[src/rtl/riscv_pkg.sv]
// Shared RV32I fetch-stage definitions: reset/bubble constants, fetch FSM states
// and a word-alignment helper for redirect targets.
package riscv_pkg;

  localparam logic [31:0] RESET_PC_DEFAULT  = 32'h0000_0000;
  localparam logic [31:0] NOP_INSTR_DEFAULT = 32'h0000_0013;

  typedef enum logic [1:0] {
    RUN     = 2'd0,
    HOLD    = 2'd1,
    DISCARD = 2'd2
  } fetch_state_e;

  function automatic logic [31:0] align_word(input logic [31:0] addr);
    return {addr[31:2], 2'b00};
  endfunction

endpackage

[src/rtl/fetch_unit_if.sv]
// Instruction-memory request/response bus between the fetch unit (master)
// and the instruction memory (slave).
interface fetch_unit_if;

  logic        imem_req;
  logic [31:0] imem_addr;
  logic [31:0] imem_rdata;
  logic        imem_valid;

  modport master (
    output imem_req,
    output imem_addr,
    input  imem_rdata,
    input  imem_valid
  );

  modport slave (
    input  imem_req,
    input  imem_addr,
    output imem_rdata,
    output imem_valid
  );

endinterface

[src/rtl/fetch_hold_buf.sv]
// Single-entry {pc, instr} register that parks a fetched instruction while
// the hazard unit stalls IF/ID.
module fetch_hold_buf (
  input  logic        clk,
  input  logic        rst,
  input  logic        load_i,
  input  logic        clear_i,
  input  logic [31:0] pc_i,
  input  logic [31:0] instr_i,
  output logic        valid_o,
  output logic [31:0] pc_o,
  output logic [31:0] instr_o
);

  logic        valid_q;
  logic [31:0] pc_q;
  logic [31:0] instr_q;

  // Load takes precedence so a same-cycle clear/refill keeps the new entry.
  always_ff @(posedge clk or posedge rst) begin
    if (rst) begin
      valid_q <= 1'b0;
      pc_q    <= 32'h0;
      instr_q <= 32'h0;
    end else if (load_i) begin
      valid_q <= 1'b1;
      pc_q    <= pc_i;
      instr_q <= instr_i;
    end else if (clear_i) begin
      valid_q <= 1'b0;
    end
  end

  assign valid_o = valid_q;
  assign pc_o    = pc_q;
  assign instr_o = instr_q;

endmodule

[src/rtl/fetch_unit.sv]
// RV32I IF stage: owns the PC, issues instruction fetches, loads IF/ID and
// handles hazard stalls plus branch/jump redirects with wrong-path discard.
module fetch_unit
  import riscv_pkg::*;
#(
  parameter logic [31:0] RESET_PC  = RESET_PC_DEFAULT,
  parameter logic [31:0] NOP_INSTR = NOP_INSTR_DEFAULT
) (
  input  logic                clk,
  input  logic                rst,
  input  logic                branch_taken_i,
  input  logic [31:0]         branch_target_i,
  input  logic                jump_i,
  input  logic [31:0]         jump_target_i,
  input  logic                stall_i,
  fetch_unit_if.master        imem,
  output logic [31:0]         if_id_pc_o,
  output logic [31:0]         if_id_instr_o,
  output logic                if_id_valid_o
);

  fetch_state_e state_q, state_d;
  logic [31:0]  pc_q, pc_d;
  logic [31:0]  redirect_pc_q, redirect_pc_d;
  logic [31:0]  if_id_pc_q, if_id_pc_d;
  logic [31:0]  if_id_instr_q, if_id_instr_d;
  logic         if_id_valid_q, if_id_valid_d;

  logic         redirect;
  logic [31:0]  target;
  logic         hb_load, hb_clear, hb_valid;
  logic [31:0]  hb_pc, hb_instr;
  logic         ifid_load;
  logic [31:0]  ifid_load_pc, ifid_load_instr;

  // Branch outranks jump when both fire in the same cycle.
  assign redirect = branch_taken_i | jump_i;
  assign target   = align_word(branch_taken_i ? branch_target_i : jump_target_i);

  fetch_hold_buf u_hold_buf (
    .clk     (clk),
    .rst     (rst),
    .load_i  (hb_load),
    .clear_i (hb_clear),
    .pc_i    (pc_q),
    .instr_i (imem.imem_rdata),
    .valid_o (hb_valid),
    .pc_o    (hb_pc),
    .instr_o (hb_instr)
  );

  always_ff @(posedge clk or posedge rst) begin
    if (rst) begin
      state_q       <= RUN;
      pc_q          <= RESET_PC;
      redirect_pc_q <= 32'h0;
      if_id_pc_q    <= 32'h0;
      if_id_instr_q <= NOP_INSTR;
      if_id_valid_q <= 1'b0;
    end else begin
      state_q       <= state_d;
      pc_q          <= pc_d;
      redirect_pc_q <= redirect_pc_d;
      if_id_pc_q    <= if_id_pc_d;
      if_id_instr_q <= if_id_instr_d;
      if_id_valid_q <= if_id_valid_d;
    end
  end

  always_comb begin
    state_d         = state_q;
    pc_d            = pc_q;
    redirect_pc_d   = redirect_pc_q;
    hb_load         = 1'b0;
    hb_clear        = 1'b0;
    ifid_load       = 1'b0;
    ifid_load_pc    = pc_q;
    ifid_load_instr = imem.imem_rdata;

    unique case (state_q)
      RUN: begin
        if (redirect) begin
          // An outstanding request cannot be aborted, so without a response
          // the redirect is parked until the stale one drains.
          if (imem.imem_valid) begin
            pc_d = target;
          end else begin
            redirect_pc_d = target;
            state_d       = DISCARD;
          end
        end else if (imem.imem_valid) begin
          pc_d = pc_q + 32'd4;
          if (stall_i) begin
            hb_load = 1'b1;
            state_d = HOLD;
          end else begin
            ifid_load = 1'b1;
          end
        end
      end
      HOLD: begin
        if (redirect) begin
          hb_clear = 1'b1;
          pc_d     = target;
          state_d  = RUN;
        end else if (!stall_i) begin
          ifid_load       = hb_valid;
          ifid_load_pc    = hb_pc;
          ifid_load_instr = hb_instr;
          hb_clear        = 1'b1;
          state_d         = RUN;
        end
      end
      DISCARD: begin
        if (imem.imem_valid) begin
          pc_d    = redirect ? target : redirect_pc_q;
          state_d = RUN;
        end else if (redirect) begin
          redirect_pc_d = target;
        end
      end
      default: state_d = RUN;
    endcase
  end

  // IF/ID: flush beats everything, stall freezes, otherwise load or bubble.
  always_comb begin
    if_id_pc_d    = if_id_pc_q;
    if_id_instr_d = if_id_instr_q;
    if_id_valid_d = if_id_valid_q;
    if (redirect) begin
      if_id_instr_d = NOP_INSTR;
      if_id_valid_d = 1'b0;
    end else if (ifid_load) begin
      if_id_pc_d    = ifid_load_pc;
      if_id_instr_d = ifid_load_instr;
      if_id_valid_d = 1'b1;
    end else if (!stall_i) begin
      if_id_instr_d = NOP_INSTR;
      if_id_valid_d = 1'b0;
    end
  end

  always_comb begin
    imem.imem_req  = ~rst & (state_q != HOLD);
    imem.imem_addr = pc_q;
    if_id_pc_o     = if_id_pc_q;
    if_id_instr_o  = if_id_instr_q;
    if_id_valid_o  = if_id_valid_q;
  end

endmodule

[src/flat_wrapper.sv]
// flat-port wrapper written by rule: the top's interface ports become plain ports
module fetch_unit_flat import riscv_pkg::*;
#(
  parameter logic [31:0] RESET_PC  = RESET_PC_DEFAULT,
  parameter logic [31:0] NOP_INSTR = NOP_INSTR_DEFAULT
)
  (clk, rst, branch_taken_i, branch_target_i, jump_i, jump_target_i, stall_i, if_id_pc_o, if_id_instr_o, if_id_valid_o, imem_imem_req, imem_imem_addr, imem_imem_rdata, imem_imem_valid);
  fetch_unit_if imem_i ();
  input  logic clk;
  input  logic rst;
  input  logic branch_taken_i;
  input  logic [31:0] branch_target_i;
  input  logic jump_i;
  input  logic [31:0] jump_target_i;
  input  logic stall_i;
  output logic [31:0] if_id_pc_o;
  output logic [31:0] if_id_instr_o;
  output logic if_id_valid_o;
  output wire logic [$bits(imem_i.imem_req)-1:0] imem_imem_req;
  output wire logic [$bits(imem_i.imem_addr)-1:0] imem_imem_addr;
  input wire logic [$bits(imem_i.imem_rdata)-1:0] imem_imem_rdata;
  input wire logic [$bits(imem_i.imem_valid)-1:0] imem_imem_valid;
  assign imem_imem_req = imem_i.imem_req;
  assign imem_imem_addr = imem_i.imem_addr;
  assign imem_i.imem_rdata = imem_imem_rdata;
  assign imem_i.imem_valid = imem_imem_valid;
  fetch_unit #(.RESET_PC(RESET_PC), .NOP_INSTR(NOP_INSTR)) u_core (.clk(clk), .rst(rst), .branch_taken_i(branch_taken_i), .branch_target_i(branch_target_i), .jump_i(jump_i), .jump_target_i(jump_target_i), .stall_i(stall_i), .imem(imem_i), .if_id_pc_o(if_id_pc_o), .if_id_instr_o(if_id_instr_o), .if_id_valid_o(if_id_valid_o));
endmodule
[config.mk]
export PLATFORM = sky130hd
export DESIGN_NAME = fetch_unit_flat
export DESIGN_NICKNAME = d
export VERILOG_FILES = /design/src/rtl/riscv_pkg.sv /design/src/rtl/fetch_unit_if.sv /design/src/rtl/fetch_hold_buf.sv /design/src/rtl/fetch_unit.sv /design/src/flat_wrapper.sv
export SDC_FILE = /design/constraint.sdc
export NUM_CORES = 1
export LEC_CHECK = 0
export CORE_ASPECT_RATIO = 2
export CORE_MARGIN = 4
export CORE_UTILIZATION = 57
export CTS_CLUSTER_SIZE = 24
export DETAILED_ROUTE_END_ITERATION = 16
export PLACE_DENSITY = 0.88
export SETUP_SLACK_MARGIN = 0.05
export SYNTH_ARGS = -nofsm -noshare
export SYNTH_HDL_FRONTEND = slang
export SYNTH_HIERARCHICAL = 1
export SYNTH_SLANG_ARGS = --single-unit
export TNS_END_PERCENT = 20
[constraint.sdc]
create_clock -name clk -period 11.9 [get_ports clk]
set_input_delay 1.19 -clock clk [delete_from_list [all_inputs] [get_ports clk]]
set_output_delay 1.19 -clock clk [all_outputs]
set_load 0.01 [all_outputs]
==> results of run 1 <==
critical path: stages:
cell             delay (ns)
clkdlybuf4s50_1        0.51
nor2_1                 0.13
clkdlybuf4s50_1        0.55
registers in the layout, summed over array words and instances (netlist names):
register,flops
u_core/if_id_valid_o,1
u_core/u_hold_buf/pc_o,32
u_core/u_hold_buf/valid_o,1
u_core/u_hold_buf/instr_o,32
u_core/redirect_pc_q,32
u_core/imem.imem_addr,32
u_core/state_q,2
u_core/if_id_instr_o,32
u_core/if_id_pc_o,32
worst min-delay path by stage:
stage                                      to  slack, ns
floorplan           u_core/u_hold_buf/valid_o       0.45
global placement         u_core/if_id_valid_o       0.46
detailed placement       u_core/if_id_pc_o[2]       0.47
CTS                      u_core/if_id_pc_o[2]       0.48
global route        u_core/u_hold_buf/valid_o       0.51
finish                   u_core/if_id_pc_o[2]       0.48
report_power, final:
| part | internal [mW] | switching, mW |
|---|---|---|
| clock network | 0.308 | 0.273 |
| logic | 0.654 | 0.675 |
| registers | 0.930 | 0.269 |
| total | 1.89 | 1.22 |
cell usage in the layout (no fill, tap or decap), types with 3 or more instances in the layout:
cell type / n
a31oi_1: 17
o221ai_1: 4
a32o_1: 4
and4_1: 3
o21ai_0: 81
a211oi_1: 5
and2_1: 3
mux2_2: 23
a21oi_1: 51
nand4_1: 12
buf_4: 14
inv_6: 7
a221o_1: 8
clkbuf_16: 17
and3_1: 5
o21ai_1: 12
mux2_4: 49
o22a_1: 6
mux2i_1: 86
a221oi_1: 12
nor2b_1: 4
nand2_1: 127
dfrtp_1: 193
o211ai_1: 16
o31ai_1: 7
o22ai_1: 9
a211o_2: 3
a22oi_1: 6
nor3_1: 12
nor2_1: 56
clkinv_4: 3
dfstp_2: 3
nand3_1: 16
inv_1: 13
a22o_1: 6
clkdlybuf4s50_1: 194
ha_1: 5
cell families after synthesis:
| logic type | after synthesis | share of synthesized area (%) |
|---|---|---|
| buffers and inverters | 91 | 4.27 |
| DFF | 196 | 47.9 |
| muxes | 158 | 18.1 |
| xor gates and xnor gates | 2 | 0.171 |
| adders and majority gates | 5 | 0.611 |
| and+or+nand+nor | 257 | 11.5 |
| AOI/OAI and AO/OA | 272 | 17.4 |
per-layer routing:
layer | global-route usage, % | share of wire (%)
met5 | 0 | 0
met4 | 13.9 | 4.6
met3 | 3.85 | 6.2
met2 | 48.6 | 52
met1 | 33.6 | 37
cell type report:
class	instances	area (µm²)
tap	213	267
inverter	17	68.8
clock buffer	19	453
sequential	196	4910
clock inverter	13	136
timing repair buffer	209	2050
fill	1289	4900
multi-input combinational	694	4910
==> metrics.txt, run 1 <==
final instance area=12800 µm²; P_leak=5.71 nW; DIE AREA=20300 µm²; final hold vios=0; Setup Slack @ Placement=7.98 ns; Crit. Startpoint=rst; I/O Pins=200; peak supply drop=0.161 mV; dpl hpwl=19100 µm; worst setup path endpoint=imem_imem_req; Mapped Cells=981; CTS Buf Count=17; Fmax=280 MHz; WL final=28700 µm; final worst-path cycle share=30.0%; share of the synthesized area in the top cell type=47.2%; Die Y=198 µm; final number of setup-violating endpoints=0; Die Width=103 µm; Buffers on Ports=195; first-pass GRT wire length=44500 µm; number of synthesized flops with an enable pin=0; Starting Density=57.8%; clk slew on worst S/H paths=0.07 ns; CTS Hold Bufs=0; syn_nets=1088; Crit path arrival time=2.38 ns; HP Class=reg2reg; Crit Path Max Fanout=3; Clock Path Buffers=2; Final #Nets=1242; Root Buffer=clkbuf_16; Critical R2R Capture=u_core/imem.imem_addr[19]; Power Total=3.11 mW; pin count of the biggest net entering global routing=98; fin cells=1361; Crit. End Element=primary output; H-tree lvl count=4; Slew headroom=20.5%; CTS tree=built; RSZ-0062 raised after global routing=false; clock sinks=196; Reg-to-Reg Start=u_core/state_q[0]; Yosys warning count=6; CP Class=in2out; Final Util=72.3%; Setup Fix Bufs, Post-CTS=0; Seq/Total Area, Yosys=47.9%; final slew viol count=0; Site Rows=69; syn avg cell area=10.4 µm²; drt via density=6.35; Syn-to-layout area delta=25.0%; gp weighted congestion=0.867; Worst Path Required=10.71 ns; Initial DRC Count=510; Synth area leader=dfrtp_1; Post-DP Area=12200 µm²; status=finished, final reports clean; via count=8642; Synth cell types=73; final setup TNS=0 ns; vias in the first global route=8630; most used flip-flop cell after synthesis=dfrtp_1; initial antenna violation count=0; skew final=0.0144 ns; FF-to-FF setup slack=9.07 ns; DRC=0; n_diodes=0; Total GRT Usage=28.1%; final setup margin=8.33 ns; top cells by area in the synthesized netlist=dfrtp_1 47%, mux2i_1 8.4%, mux2_4 7.2%; flops & latches, synth=196; Max-Cap Viols=0; first drt pass iteration count=5; cell area after synthesis=10200 µm²; Core ar.=17700 µm²; post_cts resized=0; count leader, synth=dfrtp_1; worst-skew pair later-pin latency=0.44 ns; min cycle time layout=3.57 ns; total grt overflow=0; layout cells sized above 1=12.7%; WHS Path Cells=2; Hold WS=0.478 ns; Inst Count DP=1329; Hold Crit Start=u_core/if_id_pc_o[2]; actual slew at the worst max-slew pin=1.19 ns; Worst setup SP type=input pin; PwrDens=243 nW/µm²; FF-to-FF path depth=7; Final ANT Viol Nets=0; asr flop ratio synth=100%; synth cell count leaders=193 x dfrtp_1, 127 x nand2_1, 86 x mux2i_1, 81 x o21ai_0, 57 x nor2_1; DR WL/cell=21.1 µm
Note: power is estimated with default switching activity, not from simulation.
==> inputs of run 2 (changes only) <==
--- a/config.mk
+++ b/config.mk
@@ -7,10 +7,10 @@
 export LEC_CHECK = 0
 export CORE_ASPECT_RATIO = 2
 export CORE_MARGIN = 4
-export CORE_UTILIZATION = 57
+export CORE_UTILIZATION = 47
 export CTS_CLUSTER_SIZE = 24
 export DETAILED_ROUTE_END_ITERATION = 16
-export PLACE_DENSITY = 0.88
+export PLACE_DENSITY = 0.77
 export SETUP_SLACK_MARGIN = 0.05
 export SYNTH_ARGS = -nofsm -noshare
 export SYNTH_HDL_FRONTEND = slang
==> constraint.sdc (replaced) <==
create_clock -name clk -period 3 [get_ports clk]
set_input_delay 0.3 -clock clk [delete_from_list [all_inputs] [get_ports clk]]
set_output_delay 0.3 -clock clk [all_outputs]
set_load 0.01 [all_outputs]
==> run 2 against run 1 <==
  * Sequential power rose to 3.9 times the previous value
  * Die area rose by 20%
  * Wire length rose by 3.8%
  * Non-clock buffer count rose by 28
  * Register-to-register slack got worse by 8.4 ns
  * Worst setup slack got worse by 7.7 ns
  * First-iteration DRC count rose by 30%
  * Worst hold slack got worse by 0.15 ns
  * Core utilization fell by 11 points
  * Sequential cell count did not move
  * Total power rose to 4.0 times the previous value
==> metrics.txt, run 2 (same netlist as run 1, synthesis figures left out) <==
status=finished, final reports clean; CP Class=reg2out; Total GRT Usage=24.6%; PwrDens=948 nW/µm²; final setup margin=0.597 ns; final slew viol count=0; min cycle time layout=2.40 ns; Worst Path Required=2.70 ns; Die Y=217 µm; Post-DP Area=12600 µm²; layout cells sized above 1=14.6%; Power Total=12.4 mW; Core ar.=21500 µm²; Setup Slack @ Placement=0.475 ns; via count=8525; total grt overflow=0; most common cell after layout, fill and taps aside=clkdlybuf4s50_1; clock sinks=196; dpl hpwl=21000 µm; RSZ-0062 raised after global routing=false; Starting Density=47.6%; Syn-to-layout area delta=28.2%; final number of setup-violating endpoints=0; Die Width=112 µm; Clock Path Buffers=2; commonest non-fill, non-tap cells in the layout=194 x clkdlybuf4s50_1, 193 x dfrtp_1, 127 x nand2_1; vias in the first global route=8751; post_cts resized=0; DIE AREA=24400 µm²; fillers=1793; Slew headroom=27.9%; final hold vios=0; peak supply drop=0.718 mV; Root Buffer=clkbuf_16; H-tree lvl count=4; initial antenna violation count=0; pin count of the biggest net entering global routing=98; first-pass GRT wire length=47500 µm; skew final=0.0110 ns; I/O Pins=200; HP Class=in2async; Worst setup SP type=flop; DR WL/cell=20.5 µm; CTS tree=built; Final Util=61.1%; CTS Hold Bufs=0; Fmax=416 MHz; worst-skew pair later-pin latency=0.44 ns; drt via density=5.88; Initial DRC Count=662; Final ANT Viol Nets=0; final instance area=13100 µm²; Crit. End Element=primary output; final setup TNS=0 ns; CTS Buf Count=17; Setup Fix Bufs, Post-CTS=0; gp weighted congestion=0.930; Site Rows=76; Final #Nets=1270; Max-Cap Viols=0; final worst-path cycle share=80.1%; first drt pass iteration count=6; Buffers on Ports=195; WL final=29800 µm; P_leak=5.86 nW; DRC=0; n_diodes=0; actual slew at the worst max-slew pin=1.08 ns; clk slew on worst S/H paths=0.07 ns; Crit Path Max Fanout=6; Crit path arrival time=2.10 ns
-- run 2: changes by cell type in the layout (fill, tap and decap cells not counted), sizes merged --
cell,change
buf,+28
clkinvlp,+1
clkbuf,+2
inv,-3
-- run 2: worst max-delay path: stages, from the launching register on --
cell and delay [ns]:
dfrtp_1 0.41, inv_1 0.10, ha_1 0.29, buf_4 0.21, nor2_1 0.11, clkdlybuf4s50_1 0.54
-- run 2: final timing paths --
path | from | endpoint | slack, ns | cells after the start
worst max-delay path | u_core/state_q[1] | imem_imem_req | 0.60 | 5
worst min-delay path | rst | u_core/u_hold_buf/pc_o[1] | 0.33 | 2
worst max register to register | u_core/state_q[0] | u_core/imem.imem_addr[20] | 0.63 | 8
worst min register to register | u_core/if_id_valid_o | u_core/if_id_valid_o | 0.48 | 2
max in group asynchronous | rst | u_core/redirect_pc_q[3] | 2.02 | 3
min in group clk | branch_taken_i | u_core/redirect_pc_q[31] | 0.40 | 3
-- run 2: per-stage QoR --
step	std cells	hold WS, ns
6_report	1449	0.326
5_1_grt	1449	0.356
4_1_cts	1449	0.313
3_5_place_dp	1417	0.463
3_3_place_gp	1417	0.459
2_1_floorplan	981	0.448
-- run 2: layout make-up --
class,count,area (µm²),share of cell area (%)
multi-input cells,694,4910,37.4
repair buffers,237,2320,17.7
clock buffers,21,460,3.51
clock inverters,11,116,0.886
flip-flops and latches,196,4910,37.4
well taps,273,342,2.60
inverters,17,67.6,0.515
-- run 2: power by group --
part,internal (mW),total [mW],switching (mW)
clock,1.21,2.26,1.04
combinational,2.76,5.49,2.73
sequential,3.69,4.70,1.01
total,7.66,12.4,4.78
-- run 2: layer usage --
layer / share of wire, % / up-vias / track usage (%)
li1: - / 3938 / -
met1: 38 / 4140 / 28.6
met2: 52 / 357 / 43.0
met3: 4.4 / 90 / 3.44
met4: 5.5 / 0 / 13.8
met5: 0 / - / 0
==> inputs of run 3 (changes only) <==
--- a/config.mk
+++ b/config.mk
@@ -7,10 +7,10 @@
 export LEC_CHECK = 0
 export CORE_ASPECT_RATIO = 2
 export CORE_MARGIN = 4
-export CORE_UTILIZATION = 47
+export CORE_UTILIZATION = 53
 export CTS_CLUSTER_SIZE = 24
 export DETAILED_ROUTE_END_ITERATION = 16
-export PLACE_DENSITY = 0.77
+export PLACE_DENSITY = 0.83
 export SETUP_SLACK_MARGIN = 0.05
 export SYNTH_ARGS = -nofsm -noshare
 export SYNTH_HDL_FRONTEND = slang
==> constraint.sdc (replaced) <==
create_clock -name clk -period 2.3 [get_ports clk]
set_input_delay 0.23 -clock clk [delete_from_list [all_inputs] [get_ports clk]]
set_output_delay 0.23 -clock clk [all_outputs]
set_load 0.01 [all_outputs]
==> run 3 against run 2 <==
  * Sequential cell count did not move
  * Non-clock buffer count rose by 19
  * Clock skew rose by 0.0030 ns
  * Core utilization rose by 9.8 points
  * Final cell count did not move
  * Die area fell by 11%
  * Wire length barely moved
  * Combinational power rose by 41%
  * Worst hold slack improved by 0.043 ns
  * Critical path type unchanged
==> metrics.txt, run 3 (same netlist as run 1, synthesis figures left out) <==
status=finished, final reports clean; Final #Nets=1289; drt via density=6.04; Max-Cap Viols=0; Clock Path Buffers=2; RSZ-0062 raised after global routing=true; vias in the first global route=9041; CTS Buf Count=17; Slew headroom=63.7%; skew final=0.0139 ns; most common cell after layout, fill and taps aside=clkdlybuf4s50_1; Worst Path Required=2.07 ns; dpl hpwl=21100 µm; via count=8757; peak supply drop=0.900 mV; Site Rows=71; final slew viol count=0; initial antenna violation count=0; total grt overflow=0; CP Class=reg2out; gp weighted congestion=0.918; first-pass GRT wire length=46900 µm; Die Width=106 µm; final number of setup-violating endpoints=0; HP Class=in2async; Inst Count DP=1417; P_leak=5.99 nW; commonest non-fill, non-tap cells in the layout=194 x clkdlybuf4s50_1, 193 x dfrtp_1, 127 x nand2_1; Critical R2R Capture=u_core/imem.imem_addr[26]; I/O Pins=200; Crit. End Element=primary output; CTS Hold Bufs=0; footprint of the multi-input gates=4920 µm²; actual slew at the worst max-slew pin=0.544 ns; Starting Density=54.1%; Post-DP Area=12800 µm²; final worst-path cycle share=94.6%; Worst setup SP type=flop; Buffers on Ports=195; n_diodes=0; layout cells sized above 1=16.0%; Fmax=460 MHz; final hold vios=0; WL final=29800 µm; Crit Path Max Fanout=6; Core ar.=18900 µm²; final setup TNS=0 ns; Reg-to-Reg Start=u_core/state_q[0]; min cycle time layout=2.17 ns; final instance area=13400 µm²; fillers=1371; CTS tree=built; Die Y=205 µm; worst-skew pair later-pin latency=0.43 ns; Total GRT Usage=27.3%; PwrDens=1240 nW/µm²; DRC=0; Crit path arrival time=1.94 ns; FF-to-FF path depth=7; Root Buffer=clkbuf_16; clock sinks=196; Final ANT Viol Nets=0; DIE AREA=21700 µm²; H-tree lvl count=4; pin count of the biggest net entering global routing=91; first drt pass iteration count=5; Register Area=4910 µm²; Initial DRC Count=526; fin cells=1449; Syn-to-layout area delta=31.0%; clk slew on worst S/H paths=0.07 ns; FF-to-FF setup slack=0.14 ns; DR WL/cell=20.5 µm
==> run 3: cell types whose count changed in the layout (fill, tap and decap cells not counted), sizes merged <==
cell,delta
clkinvlp,+2
buf,+19
inv,-3
clkinv,+1
clkbuf,-1
==> run 3: power by group <==
part	internal, mW	switching (mW)	total, mW	leakage (nW)
clock	1.53	1.33	2.86	0.267
sequential	4.82	1.22	6.04	2.44
combinational	3.94	3.82	7.76	3.29
==> run 3: area by class of cell <==
cell class	instances	area share, %
Multi-Input combinational cell	694	36.7
Sequential cell	196	36.6
Timing Repair Buffer	256	19.7
Clock buffer	20	3.33
Tap cell	255	2.38
Clock inverter	11	0.774
Inverter	17	0.504
==> run 3: per-layer routing <==
metal / routed length (µm) / part of all wire [%] / up-vias / GRT usage [%]
met5: 0 / 0 / - / 0
met2: 15300 / 52 / 453 / 47.8
met3: 1790 / 6.0 / 124 / 3.50
li1: - / - / 3973 / -
met4: 1820 / 6.1 / 0 / 17.8
met1: 10800 / 36 / 4207 / 30.9
==> run 3: how the worst max path moves through the flow <==
stage                             start                            end  cells past startpoint
2_1_floorplan  u_core/imem.imem_addr[2]      u_core/imem.imem_addr[30]                      6
3_3_place_gp                     jump_i  u_core/u_hold_buf/instr_o[26]                      6
3_5_place_dp                     jump_i  u_core/u_hold_buf/instr_o[24]                      6
4_1_cts               u_core/state_q[1]                  imem_imem_req                      5
5_1_grt               u_core/state_q[0]       u_core/imem.imem_addr[5]                      8
6_report              u_core/state_q[0]                  imem_imem_req                      4
==> run 3: critical path, stage by stage, from the launching register on <==
cell,delay [ns]
dfrtp_1,0.45
ha_4,0.23
buf_4,0.19
nor2_1,0.10
clkdlybuf4s50_1,0.54
==> run 3: metrics by stage <==
step | setup slack [ns] | hold WS [ns] | total power [mW] | utilization (%)
final | 0.125 | 0.369 | 16.7 | 70.9
after global routing | 0.0358 | 0.379 | 17.6 | 70.9
after CTS | 0.0631 | 0.371 | 16.6 | 70.8
after detailed placement | -0.00658 | 0.469 | 13.7 | 67.9
after global placement | 0.0716 | 0.459 | 13.4 | 67.9
after floorplan | 0.250 | 0.378 | 10.3 | -
==> run 3: what timing repair did <==
action,in CTS,in global routing
buffers inserted,0,1
endpoints found under the setup margin,1,3
resized for setup,2,0
endpoints found under the hold margin,0,0
